**config.mk**
```make
export PLATFORM = sky130hd
export DESIGN_NAME = mem_stage_ctrl
export DESIGN_NICKNAME = d
export VERILOG_FILES = /design/src/rtl/mem_stage_ctrl.sv
export SDC_FILE = /design/constraint.sdc
export NUM_CORES = 1
export LEC_CHECK = 0
export ABC_AREA = 1
export CAP_MARGIN = 5
export CORE_ASPECT_RATIO = 0.6
export CORE_MARGIN = 4
export CORE_UTILIZATION = 30
export CTS_BUF_LIST = sky130_fd_sc_hd__clkbuf_4
export CTS_CLUSTER_SIZE = 28
export DETAILED_ROUTE_END_ITERATION = 10
export PLACE_DENSITY_LB_ADDON = 0.25
export SYNTH_ARGS = -nofsm -noshare
export SYNTH_HDL_FRONTEND = slang
export SYNTH_SLANG_ARGS = --single-unit
```
**constraint.sdc**
```tcl
create_clock -name CLK -period 2.5 [get_ports CLK]
set_input_delay 0.5 -clock CLK [delete_from_list [all_inputs] [get_ports CLK]]
set_output_delay 0.5 -clock CLK [all_outputs]
set_load 0.005 [all_outputs]
```
**src/rtl/mem_stage_ctrl.sv**
```systemverilog
// Memory-stage request controller: turns latched EX/MEM load/store intent into a
// held data-memory request, captures load data, stalls the pipeline, flags errors and sequences halt.
module mem_stage_ctrl #(
  parameter int unsigned DATA_W  = 32,
  parameter int unsigned TIMEOUT = 255
) (
  input  logic              CLK,
  input  logic              nRST,
  input  logic              exm_dREN_i,
  input  logic              exm_dWEN_i,
  input  logic [DATA_W-1:0] exm_addr_i,
  input  logic [DATA_W-1:0] exm_store_i,
  input  logic              exm_halt_i,
  input  logic              ihit,
  input  logic              dhit,
  input  logic [DATA_W-1:0] dmemload,
  output logic              dmemREN,
  output logic              dmemWEN,
  output logic [DATA_W-1:0] dmemaddr,
  output logic [DATA_W-1:0] dmemstore,
  output logic [DATA_W-1:0] load_o,
  output logic              load_valid_o,
  output logic              stall_o,
  output logic              mem_err_o,
  output logic              halt_o
);

  localparam int unsigned WDOG_W = $clog2(TIMEOUT + 1);
  localparam logic [WDOG_W-1:0] WDOG_MAX = TIMEOUT[WDOG_W-1:0];

  typedef enum logic [1:0] {IDLE, ACCESS, DONE, HALTED} state_t;

  state_t            state, state_nxt;
  logic              armed;
  logic [WDOG_W-1:0] wdog;
  logic              req;
  logic              aligned;

  assign req     = armed & (exm_dREN_i | exm_dWEN_i);
  assign aligned = (exm_addr_i[1:0] == 2'b00);

  // NOTE: sequential state uses non-blocking assignments so every register samples pre-edge values.
  always_ff @(posedge CLK or negedge nRST) begin
    if (!nRST) state <= IDLE;
    else       state <= state_nxt;
  end

  // NOTE: state_nxt gets a default before the case so no path leaves it unassigned (no latch).
  always_comb begin
    state_nxt = state;
    unique case (state)
      IDLE: begin
        if (req)             state_nxt = aligned ? ACCESS : DONE;
        else if (exm_halt_i) state_nxt = HALTED;
      end
      ACCESS:  if (dhit) state_nxt = DONE;
      DONE:    state_nxt = IDLE;
      HALTED:  state_nxt = HALTED;
      default: state_nxt = IDLE;
    endcase
  end

  always_ff @(posedge CLK or negedge nRST) begin
    if (!nRST) begin
      armed     <= 1'b1;
      wdog      <= '0;
      dmemREN   <= 1'b0;
      dmemWEN   <= 1'b0;
      dmemaddr  <= '0;
      dmemstore <= '0;
      load_o    <= '0;
      mem_err_o <= 1'b0;
    end else begin
      case (state)
        IDLE: begin
          if (req && aligned) begin
            dmemaddr  <= exm_addr_i;
            dmemstore <= exm_store_i;
            dmemWEN   <= exm_dWEN_i;
            dmemREN   <= exm_dREN_i & ~exm_dWEN_i;
            wdog      <= '0;
            if (exm_dREN_i && exm_dWEN_i) mem_err_o <= 1'b1;
          end else if (req) begin
            // Misaligned: no bus access; the entry is consumed like a finished one.
            mem_err_o <= 1'b1;
            armed     <= 1'b0;
          end
        end
        ACCESS: begin
          if (dhit) begin
            if (dmemREN) load_o <= dmemload;
            dmemREN <= 1'b0;
            dmemWEN <= 1'b0;
            wdog    <= '0;
            armed   <= 1'b0;
          end else if (wdog == WDOG_MAX) begin
            mem_err_o <= 1'b1;
          end else begin
            wdog <= wdog + WDOG_W'(1);
          end
        end
        default: ;
      endcase
      // A pipeline advance brings a fresh EX/MEM entry, so issuing is allowed again.
      if (ihit && state != ACCESS) armed <= 1'b1;
    end
  end

  assign load_valid_o = (state == DONE);
  assign halt_o       = (state == HALTED);
  assign stall_o      = (state == ACCESS) | ((state == IDLE) & req);

endmodule

```
# After elaboration in Yosys (flattened, before gate mapping)
# Index checks and enable logic that the tools add are counted.
# word_totals
reg_bits,110
output_inout_bits,102
# classes
n_mux,24
n_reduce_logical,14
n_addsub,1
eq_ne,16
bitwise_logic,6
# ops
cell,count
2-to-1 mux 8 bit,3
"!= test 3 bit, second input constant",7
case mux 8 bit (2 select lines),1
2-to-1 mux 1 bit,11
AND reduction 3 bit,3
"adder 8 x 1 -> 8 bit, second input constant",1
"== test 8 bit, second input constant",1
2-to-1 mux 2 bit,4
"!= test 2 bit, second input constant",4
case mux 1 bit (2 select lines),4
case mux 2 bit (4 select lines),1
AND reduction 5 bit,1
"== test 2 bit, second input constant",2
logical NOT 2 bit,2
AND reduction 2 bit,2
AND reduction 4 bit,1
AND 1 bit,3
logical AND 1 bit,3
nonzero test 3 bit,1
"== test 2 x 1 -> 1 bit, second input constant",1
"!= test 2 x 1 -> 1 bit, second input constant",1
bitwise OR 1 bit,2
nonzero test 2 bit,1
inverter 1 bit,1

# Depth between registers and ports, before layout
# Gate-level depths: netlist (run 1).
# depth
ltp_word,6
mapped_depth,8

# Worst setup path after synthesis (run 1)
# OpenSTA, ideal clock, no wires.
# synth_timing
path_type,input-to-output
from,input port exm_dWEN_i
to,output port stall_o
cell_stages,4
arrival_time_ns,0.918
setup_slack_ns,1.082
cell_sequence,inv_1 nand2_1 nand2_1 o21ai_0
# synth_between
elab_chain_len,4
# synth_lines
item,line,rtl
"start, declared",10,"input logic exm_dWEN_i,"
bitwise OR 1 bit,39,assign req = armed & (exm_dREN_i | exm_dWEN_i);
AND 1 bit,39,
AND 1 bit,111,assign stall_o = (state == ACCESS) | ((state == IDLE) & req);
bitwise OR 1 bit,111,
"end, declared",23,"output logic stall_o,"
# No other way between the ends.

# Worst setup path in the final report (run 1)
# Same ends and word-level chain as after synthesis.

==> results of run 1 <==
[worst reg2reg max path, delay by kind of cell (launching register included)]
kind / cells / cell delay [ps]
flops: 1 / 440
buf+inv: 2 / 270
simple gates: 6 / 920
[synthesized netlist by cell type]
library cell / number / area share (%)
nand2_1: 225 / 19
dfrtp_1: 109 / 61
mux2_2: 26 / 6.6
inv_1: 21 / 1.8
o21ai_0: 14 / 1.6
nor2_1: 13 / 1.1
nand3_1: 9 / 1.0
buf_4: 7 / 1.2
mux2_4: 6 / 2.0
nand4_1: 5 / 0.70
clkbuf_1: 4 / 0.34
buf_2: 3 / 0.34
buf_6: 3 / 0.76
a21oi_1: 2 / 0.22
nand2_4: 2 / 0.50
nor2_2: 2 / 0.28
a21o_1: 1 / 0.17
and3_1: 1 / 0.14
dfstp_2: 1 / 0.59
ha_1: 1 / 0.28
inv_2: 1 / 0.084
nor2_4: 1 / 0.25
nor4_1: 1 / 0.14
[stage by stage]
stage	power (mW)	setup TNS, ps	hold WS (ps)	worst slack [ps]
after global placement	6.29	0	395	79.3
after global routing	7.77	0	413	3.05
after detailed placement	6.35	-6.59	397	-6.59
final	7.19	0	450	95.2
after floorplan	4.16	0	204	1080
after CTS	7.31	0	386	66.7
[flip-flops by register name (all words and copies together), names as in the netlist]
signal,cells
dmemWEN,1
dmemstore,32
dmemREN,1
wdog,8
load_o,32
state,2
mem_err_o,1
armed,1
dmemaddr,32
[cell families after synthesis]
group                    count (synthesis)  share of synthesized area [%]
AND/OR/NAND/NOR                        259                           23.0
flip-flops                             110                           61.7
buffers and inverters                   39                           4.46
multiplexers                            32                           8.58
AO/OA/AOI/OAI                           17                           1.96
adder cells (fa/ha/maj)                  1                          0.280
[layer usage]
layer	part of all wire, %	up-vias	wire length, um
met1	45	1725	5360
met4	0.86	0	104
met5	0	-	0
li1	-	1838	-
met2	41	158	4940
met3	14	11	1630
[worst min path at each step]
stage	endpoint	slack, ps	depth (start not counted)
5_1_grt	dmemaddr[2]$_DFFE_PN0P_	410	2
3_3_place_gp	dmemaddr[7]$_DFFE_PN0P_	400	1
3_5_place_dp	dmemaddr[7]$_DFFE_PN0P_	400	1
6_report	dmemaddr[7]$_DFFE_PN0P_	450	2
2_1_floorplan	dmemREN$_DFFE_PN0P_	200	0
4_1_cts	dmemaddr[7]$_DFFE_PN0P_	390	2
[repair_timing]
action | 4_1_cts | 5_1_grt
endpoints found under the setup margin | 1 | 1
buffers inserted | 0 | 0
hold endpoints to repair | 18 | 0
hold buffers | 1 | 0
resized for setup | 1 | 2
gates cloned | 0 | 0
[power breakdown]
part	internal [mW]	switching (mW)
Combinational	2.03	1.19
Sequential	2.60	0.472
Clock	0.325	0.574
Total	4.95	2.23
[layout make-up]
type	count	area, um^2	area share [%]
sequential	110	2760	40.1
timing repair buffer	212	2130	30.9
multi-input combinational	309	1520	22.1
tap	198	248	3.60
inverter	22	82.6	1.20
clock buffer	10	75.1	1.09
clock inverter	6	68.8	1.00
==> flow_summary_export.csv, run 1 <==
group,metric,value,unit
global_route,groute.usage.overall,14.1,%
setup_path,critPathLaunchType,"input port",
logic_synthesis,synth_area,4460,um^2
logic_synthesis,avgSynthCellArea,9.75,um^2
global_route,grt.busiest_layer,"met2",
setup_path,r2r-start,"state[1]$_DFFE_PN0P_",
detailed_routing,postRouteAntennaNets,0,
clock_tree,cts-htree-levels,3,
logic_synthesis,synth_cell_type_count,23,
die,ios,205,
setup_path,crit_start,"exm_dWEN_i",
clock_tree,cts_inserted_buffers,9,
layout,nets,768,
global_route,met3_usage,7.95,%
setup_path,max_stage_delay,520,ps
logic_synthesis,synthCells,458,
detailed_routing,drt_iter0_drc,270,
detailed_routing,first_pass_iters,4,
die,rows,34,
clock_tree,cts_tree,"done",
global_route,grt_first_pass_wirelength,19000,um
setup_path,critPathCapture,"stall_o",
die,start_util,30.7,%
die,die-width,165,um
detailed_routing,vias,3732,
layout,nFillCells,1369,
setup_path,critical_path_required,2000,ps
setup_path,critical-path-top-delay-family,"buffers and inverters",
setup_path,cpMaxStageDelayCell,"clkdlybuf4s50_1",
clock_tree,clockBufferDepth,2,
clock_tree,worst_skew_pair.late_latency,450,ps
layout,layout-drive-gt1-share,9.72,%
placement,dpl_cell_area,6720,um^2
detailed_routing,routed_wl,12000,um
power,p_leak,3.27,nW
setup_path,worst_ep_arrival_time,1900,ps
global_route,antenna_found_initial,0,
power,ir_drop,0.491,mV
detailed_routing,vias_per_cell,4.30,
timing,clock_skew,20.0,ps
timing,slew_headroom,67.5,%
setup_path,worstSetupPathType,"in2out",
setup_path,rr_worst_depth,8,
logic_synthesis,yosys_warnings,0,
die,chipHeight,102,um
layout,antennaDiodeCount,0,
global_route,grt_max_degree,63,
layout,most-common-layout-cells,"nand2_1 (225), clkdlybuf4s50_1 (203), dfrtp_1 (108)",
layout,layout.cells.non_filler,867,
layout,final_area,6880,um^2
die,die_area,17000,um^2
timing,period_share,96.2,%
flow_run,maxCapViolCount,0,
setup_path,path_cells,"clkdlybuf4s50_1 > inv_1 > nand2_1 > nand2_1 > o21ai_2 > clkdlybuf4s50_1",
die,coreArea,14500,um^2
layout,synthToLayoutAreaGrowth,54.0,%
global_route,gr-total-overflow,0,
setup_path,r2r_slack,780,ps
timing,setup_viol,0,
timing,period_needed,2400,ps
setup_path,r2r-end,"wdog[7]$_DFFE_PN0P_",
power,cellPowerDensity,1040,nW/um^2
placement,gp_congestion,0.828,
detailed_routing,drcViolationCount,0,
timing,hold_viol,0,
detailed_routing,wl_per_cell,13.9,um
timing,worst_slew_pin_slew,488,ps
clock_tree,cts-root-buf,"clkbuf_4",
setup_path,crit_path_max_fanout,3,
global_route,grt_use_met2,20.5,%
placement,dpl.cell_count,850,
placement,hpwl,8940,um
clock_tree,path_clk_slew,170,ps
logic_synthesis,ys_seq_elements,110,
layout,layout_commonest_cell,"nand2_1",
logic_synthesis,syn_nets,562,
status,status,"completed",
logic_synthesis,ys_seq_area_share,61.7,%
timing,slew_viol_final,0,
setup_path,cp.depth,6,
placement,port_buffers,204,
setup_path,crit_path_end_kind,"output pin",
global_route,grt_util_met1,18.4,%
timing,fmax,0.416,GHz
global_route,grt_pass1_vias,3794,
setup_path,path_buf_inv,3,
hold_path,hold_class,"in2async",
timing,rsz0062_at_grt,"no",
clock_tree,clkSinkCount,110,
layout,utilization,47.3,%
Power figures use the tool's default switching activity.
==> run 2, diff against run 1 <==
--- a/config.mk
+++ b/config.mk
@@ -11,9 +11,10 @@
 export CORE_MARGIN = 4
 export CORE_UTILIZATION = 30
 export CTS_BUF_LIST = sky130_fd_sc_hd__clkbuf_4
-export CTS_CLUSTER_SIZE = 28
+export CTS_CLUSTER_SIZE = 24
 export DETAILED_ROUTE_END_ITERATION = 10
 export PLACE_DENSITY_LB_ADDON = 0.25
+export SLEW_MARGIN = 20
 export SYNTH_ARGS = -nofsm -noshare
 export SYNTH_HDL_FRONTEND = slang
 export SYNTH_SLANG_ARGS = --single-unit
==> results of run 2 <==
The final DEF is identical to that of run 1; final timing and power are the same.
